[src/rtl/keyboard_matrix.sv]
// Emulated PET keyboard matrix: MCU loads key state over Wishbone,
// and CPU writes to PIA1 are snooped to pick the column whose row byte is returned.
module keyboard_matrix #(
    parameter int COL_COUNT  = 10,
    parameter int ADDR_WIDTH = 5
) (
    input  logic                  clk_i,
    input  logic                  rst_n_i,
    input  logic [ADDR_WIDTH-1:0] wb_adr_i,
    input  logic [7:0]            wb_dat_i,
    output logic [7:0]            wb_dat_o,
    input  logic                  wb_we_i,
    input  logic                  wb_cyc_i,
    input  logic                  wb_stb_i,
    output logic                  wb_ack_o,
    input  logic                  pia1_strobe_i,
    input  logic [1:0]            pia1_rs_i,
    input  logic                  pia1_we_i,
    input  logic [7:0]            pia1_dat_i,
    output logic [3:0]            kbd_col_o,
    output logic [7:0]            kbd_row_o
);

    localparam int IW = $clog2(COL_COUNT);

    localparam logic [ADDR_WIDTH-1:0] REG_IO_PIA1_PORTA = ADDR_WIDTH'(16);
    localparam logic [ADDR_WIDTH-1:0] REG_IO_PIA1_CRA   = ADDR_WIDTH'(17);
    localparam logic [ADDR_WIDTH-1:0] MATRIX_END        = ADDR_WIDTH'(COL_COUNT);

    localparam logic [1:0] PIA_PORTA = 2'd0;
    localparam logic [1:0] PIA_CRA   = 2'd1;

    logic [7:0]    matrix [COL_COUNT];
    logic [3:0]    col;
    logic          cra2;
    logic [7:0]    ddra;
    logic          access;
    logic          in_matrix;
    logic          col_valid;
    logic [IW-1:0] wb_idx;
    logic [IW-1:0] col_idx;
    logic [7:0]    rd_data;

    // DDRA is tracked for completeness but nothing downstream consumes it.
    logic unused_ddra;
    assign unused_ddra = ^ddra;

    assign access    = wb_cyc_i & wb_stb_i & ~wb_ack_o;
    assign in_matrix = wb_adr_i < MATRIX_END;
    assign col_valid = col < 4'(COL_COUNT);
    assign wb_idx    = wb_adr_i[IW-1:0];
    assign col_idx   = col[IW-1:0];
    assign kbd_col_o = col;

    always_comb begin
        rd_data = 8'h00;
        unique case (1'b1)
            in_matrix:                       rd_data = matrix[wb_idx];
            (wb_adr_i == REG_IO_PIA1_PORTA): rd_data = {4'hF, col};
            (wb_adr_i == REG_IO_PIA1_CRA):   rd_data = {5'b0, cra2, 2'b0};
            default:                         rd_data = 8'h00;
        endcase
    end

    always_ff @(posedge clk_i or negedge rst_n_i) begin
        if (!rst_n_i) begin
            for (int i = 0; i < COL_COUNT; i++) begin
                matrix[i] <= 8'hFF;
            end
            col       <= 4'hF;
            cra2      <= 1'b0;
            ddra      <= 8'h00;
            wb_ack_o  <= 1'b0;
            wb_dat_o  <= 8'h00;
            kbd_row_o <= 8'hFF;
        end else begin
            wb_ack_o <= access;
            wb_dat_o <= access ? rd_data : 8'h00;

            if (access && wb_we_i && in_matrix) begin
                matrix[wb_idx] <= wb_dat_i;
            end

            if (pia1_strobe_i && pia1_we_i) begin
                case (pia1_rs_i)
                    PIA_CRA: cra2 <= pia1_dat_i[2];
                    PIA_PORTA: begin
                        // CRA bit 2 selects between the data port and DDRA
                        if (cra2) begin
                            col <= pia1_dat_i[3:0];
                        end else begin
                            ddra <= pia1_dat_i;
                        end
                    end
                    default: ;
                endcase
            end

            kbd_row_o <= col_valid ? matrix[col_idx] : 8'hFF;
        end
    end

endmodule

[config.mk]
export PLATFORM = sky130hd
export DESIGN_NAME = keyboard_matrix
export DESIGN_NICKNAME = d
export VERILOG_FILES = /design/src/rtl/keyboard_matrix.sv
export SDC_FILE = /design/constraint.sdc
export NUM_CORES = 1
export LEC_CHECK = 0
export ABC_AREA = 1
export CAP_MARGIN = 20
export CORE_MARGIN = 2
export CORE_UTILIZATION = 40
export CTS_CLUSTER_SIZE = 20
export DETAILED_ROUTE_END_ITERATION = 10
export PLACE_DENSITY = 0.68
export RECOVER_POWER = 100
export SLEW_MARGIN = 15
export SYNTH_ARGS = -nofsm -noshare
export SYNTH_HDL_FRONTEND = slang
export SYNTH_SLANG_ARGS = --single-unit
[constraint.sdc]
create_clock -name clk_i -period 3.1 [get_ports clk_i]
set_input_delay 0.775 -clock clk_i [delete_from_list [all_inputs] [get_ports clk_i]]
set_output_delay 0.775 -clock clk_i [all_outputs]
set_load 0.05 [all_outputs]
Word-level counts from Yosys, hierarchy flattened
Index checks and enable logic that the tools add are counted.
{"block": "totals", "regBits": 102, "wordCells": 47, "in_bits": 30}
{"block": "classes", "reduce_logical": 7, "eq_ne": 3, "muxes": 12, "magnitude_cmp": 5, "bitwise_logic": 5}
{"cell": "80-bit bitwise mux", "count": 1}
{"cell": "8-bit binary-select mux with 4-bit select", "count": 2}
{"cell": "8-bit two-way mux", "count": 7}
{"cell": "8-bit demux with 4-bit select", "count": 1}
{"cell": "8-bit one-hot mux with 3 select lines", "count": 1}
{"cell": "5-bit equality test, second input constant", "count": 2}
{"cell": "5-bit >= comparator, second input constant", "count": 2}
{"cell": "4-bit inverter with 5-bit output", "count": 2}
{"cell": "5-bit by 1-bit less-than comparator with 1-bit output, second input constant", "count": 1}
{"cell": "5-bit by 4-bit less-than comparator with 1-bit output, second input constant", "count": 1}
{"cell": "1-bit logical AND", "count": 4}
{"cell": "4-bit less-than comparator, second input constant", "count": 1}
{"cell": "3-bit AND reduction", "count": 1}
{"cell": "1-bit bitwise AND", "count": 2}
{"cell": "2-bit by 1-bit equality test with 1-bit output, second input constant", "count": 1}
{"cell": "2-bit logical NOT", "count": 1}
{"cell": "2-bit AND reduction", "count": 1}
{"cell": "1-bit inverter", "count": 1}

Longest topological paths before layout
Gate-level depths: netlist of the first run.
{"block": "logic_depth", "ltp_word": 6, "depth_mapped": 11, "mapped_depth_nobuf": 9}

Least setup slack after synthesis of the first run
Ideal clock, no wire load.
{"block": "synth_timing", "kind": "input port to flip-flop", "start": "in wb_adr_i[1]", "end": "reg matrix[13] in the netlist's numbering", "n_path_buf": 2, "required_time_ps": 3017, "cell_stages": 10, "setup_ps": 83, "slack_ps": 1109, "t_arrival_ps": 1908, "cell_sequence": "buf_6 clkinv_4 nand2_4 a21oi_4 nand3_4 nor2_2 nand2_2 buf_6 nand2_1 o21ai_2"}
{"block": "synth_between", "elab_chain_cells": 6, "word_cells_on_any_way": 9, "classes_between": "order compare (3); mux (3); bitwise (1); reduce/logical (2)"}
{"element": "start, declared", "line_no": "9", "text": "input logic [ADDR_WIDTH-1:0] wb_adr_i,"}
{"element": "4-bit inverter with 5-bit output (implied by the code)", "line_no": "81", "text": "matrix[wb_idx] <= wb_dat_i;"}
{"element": "5-bit >= comparator (implied by the code) or 5-bit by 1-bit less-than comparator with 1-bit output (tied branches)", "line_no": "81"}
{"element": "1-bit logical AND (implied by the code)", "line_no": "81"}
{"element": "8-bit two-way mux (implied by the code)", "line_no": "81"}
{"element": "8-bit demux with 4-bit select", "line_no": "81"}
{"element": "80-bit bitwise mux", "line_no": "81"}
{"element": "end signal, assigned by index", "line_no": "81"}
{"element": "end, declared", "line_no": "33", "text": "logic [7:0] matrix [COL_COUNT];"}
Parallel ways exist; a longest one is shown, timed or not.
A chain may end at the register's enable or synchronous reset.

Worst setup path in the final report of the first run
{"block": "layout_timing", "start": "reg col[1], in the netlist kbd_col_o[1]", "end": "out kbd_col_o[1]"}
{"element": "start, declared", "line_no": "34", "text": "logic [3:0] col;"}
{"element": "start signal, assigned", "line_no": "90", "text": "col <= pia1_dat_i[3:0];"}
{"element": "end, declared", "line_no": "20", "text": "output logic [3:0] kbd_col_o,"}
No word-level cell between the ends.

==> flow_metrics.py, run 1 <==
metrics = {
    "clocking": {
        "cts_tree": "built",
        "worst_skew_pair.late_latency_ns": 0.35,
        "cts_hold_buf": 0,
        "ctsResizeCount": 0,
        "root_buffer": "clkbuf_16",
        "post-cts-setup-buffers": 0,
        "clockBufferDepth": 2,
        "clk_pin_slew_ns": 0.07,
        "h-tree-depth": 3,
        "numCtsBuffers": 9,
        "clkSinkCount": 102,
    },
    "synthesis": {
        "syn_area_per_cell_um2": 7.67,
        "yosysSeqAreaShare": 0.478,
        "yosys_warnings": 0,
        "syn_inst": 728,
        "ys_ff_latch": 102,
        "synth_nets": 758,
        "syn_area_mm2": 0.00559,
        "yosys.cell_types.count": 28,
    },
    "floorplanning": {
        "rows": 43,
        "initial_utilization": 0.406,
        "die_h_um": 122,
        "core_area_mm2": 0.0138,
        "die-width_um": 122,
        "io_pins": 51,
        "dieArea_mm2": 0.0149,
    },
    "setup_path": {
        "crit_type": "flip-flop to output port",
        "cp_max_fo": 12,
        "worstSetupStartpointType": "flip-flop",
        "slowest_delay_ns": 0.93,
        "cp_top_family": "buffers and inverters",
        "slowest_stage": "dlygate4sd3_1",
        "cp.required_ns": 2.32,
        "cp_cell_sequence": "dlygate4sd3_1",
        "end_kind": "output port",
        "path_buf_inv": 1,
        "rrSetupSlack_ns": 0.78,
        "arrival_ns": 1.97,
    },
    "power": {
        "powerDensity_mw_per_mm2": 623,
        "vdd_ir_drop_max_mv": 0.292,
        "power_leakage_nw": 2.62,
    },
    "sta": {
        "clock-skew-final_ns": 0.00752,
        "period_share": 0.886,
        "tightest_slew_ns": 1.56,
        "drv_slew": 65,
        "maxSlewHeadroom": -0.0418,
        "setup-violations-final": 0,
        "fmax_mhz": 364,
        "fin_tns_setup_ns": 0,
        "holdWs_ns": 0.482,
        "min_period_ns": 2.75,
        "hold_viol_final": 0,
        "rsz0062_at_grt": "no",
        "worst_slack_ns": 0.352,
    },
    "detailed_routing": {
        "vias": 5006,
        "drc": 0,
        "drt-pass1-iter-count": 5,
        "via_per_inst": 5.27,
        "routedWlPerCell_um": 16.8,
        "drt_wl_total_mm": 15.9,
        "drt_iter0_markers": 527,
        "ant_nets": 0,
    },
    "global_route": {
        "overflow": 0,
        "grt_pass1_wl_mm": 25.3,
        "track_usage": 0.225,
        "grt_max_degree": 65,
        "grt_antenna_before_repair": 0,
        "grt_pass1_vias": 4646,
    },
    "finish": {
        "syn2layout_area_growth_pct": 13.5,
        "nets": 795,
        "final_common_cell": "nand2_1",
        "num_antenna_cells": 0,
        "drive_gt1_frac": 0.170,
        "final_cell_mix": "nand2_1, o21ai_0, dfstp_2, nor2_1, inv_1",
    },
    "status": {
        "status": "finished, violations left",
        "failed_checks": "capacitance limit, slew limit",
    },
    "hold_path": {
        "hold_path_class": "flip-flop to flip-flop",
    },
    "placement": {
        "post-dp-hpwl_mm": 10.3,
        "pre_cts_slack_ns": 0.442,
        "place_congestion": 0.854,
        "portBuffers": 46,
    },
    "run": {
        "drv_cap": 1,
    },
}
Yosys cell counts:
cell	count	area [um2]
nand3_1	21	105
buf_1	2	7.51
o221ai_1	4	35.0
clkinv_1	3	11.3
buf_4	2	15.0
o21ai_1	22	110
nor2_2	3	18.8
clkbuf_1	20	75.1
dfstp_2	92	2420
nand2_4	1	11.3
a21oi_1	13	65.1
nand2_1	282	1060
clkinv_4	2	17.5
o21ai_2	20	175
a21oi_4	1	16.3
nor2_1	58	218
dfrtp_1	10	250
a211oi_1	4	30.0
o21ai_0	89	445
nand4_1	8	50.1
o211ai_1	10	75.1
buf_2	8	40.0
a31oi_1	1	6.26
inv_1	31	116
nand3_4	3	52.6
nand2_2	8	50.1
nor2_4	1	11.3
buf_6	9	101
cell families (layout without fill, tap and decap cells):
group / Yosys count / in the layout / share of synthesized area
DFF: 102 / 102 / 0.478
AOI/OAI and AO/OA: 164 / 164 / 0.172
and+or+nand+nor: 385 / 385 / 0.282
buffers and inverters: 77 / 119 / 0.0688
area by class of cell:
class                      instances  area (um2)
fill                            1455        7430
sequential                       102        2670
multi-input combinational        549        2420
timing repair buffer              67         584
clock buffer                      11         233
tap                              180         225
inverter                          36         145
clock inverter                     5        58.8
per-layer routing:
metal | global-route usage | vias up | share of wire
met5 | 0 | - | 0
met4 | 0.0819 | 0 | 0.026
met3 | 0.0473 | 38 | 0.096
met2 | 0.333 | 232 | 0.43
met1 | 0.325 | 2304 | 0.45
li1 | - | 2432 | -
per-stage QoR:
stage | util | std cells | power (W) | area (um2)
after floorplan | - | 728 | 0.00243 | 5590
after global placement | 0.450 | 934 | 0.00286 | 6200
after detailed placement | 0.450 | 934 | 0.00287 | 6200
after CTS | 0.471 | 950 | 0.00401 | 6490
after global routing | 0.460 | 950 | 0.00416 | 6340
final | 0.460 | 950 | 0.00395 | 6340
flip-flops by register name, summed over array words and instances, names as in the netlist:
name and cells:
wb_ack_o 1, kbd_row_o 8, wb_dat_o 8, kbd_col_o 4, cra2 1, matrix 80
path summary, 6_finish.rpt:
check,from,endpoint,cells after the start
max,kbd_col_o[1]$_DFFE_PN1P_,kbd_col_o[1],1
min,matrix[12]$_DFFE_PN1P_,matrix[12]$_DFFE_PN1P_,2
max reg2reg,kbd_col_o[1]$_DFFE_PN1P_,kbd_row_o[7]$_DFF_PN1_,7
min reg2reg,matrix[12]$_DFFE_PN1P_,matrix[12]$_DFFE_PN1P_,2
max in group asynchronous,rst_n_i,matrix[8]$_DFFE_PN1P_,2
min in group asynchronous,rst_n_i,cra2$_DFFE_PN0P_,1
where the power goes:
group          switching, W  total, W  internal [W]  leakage [nW]
clock              0.000500   0.00113      0.000628         0.136
combinational      0.000849   0.00118      0.000334          1.39
sequential        0.0000875   0.00163       0.00155          1.09
total               0.00144   0.00395       0.00251          2.62
Note: power is estimated with default switching activity, not from simulation.
==> run 2: changes to the inputs <==
- SETUP_SLACK_MARGIN: unset -> 0.05
==> results of run 2 <==
The final DEF is identical to that of run 1; final timing and power are the same.
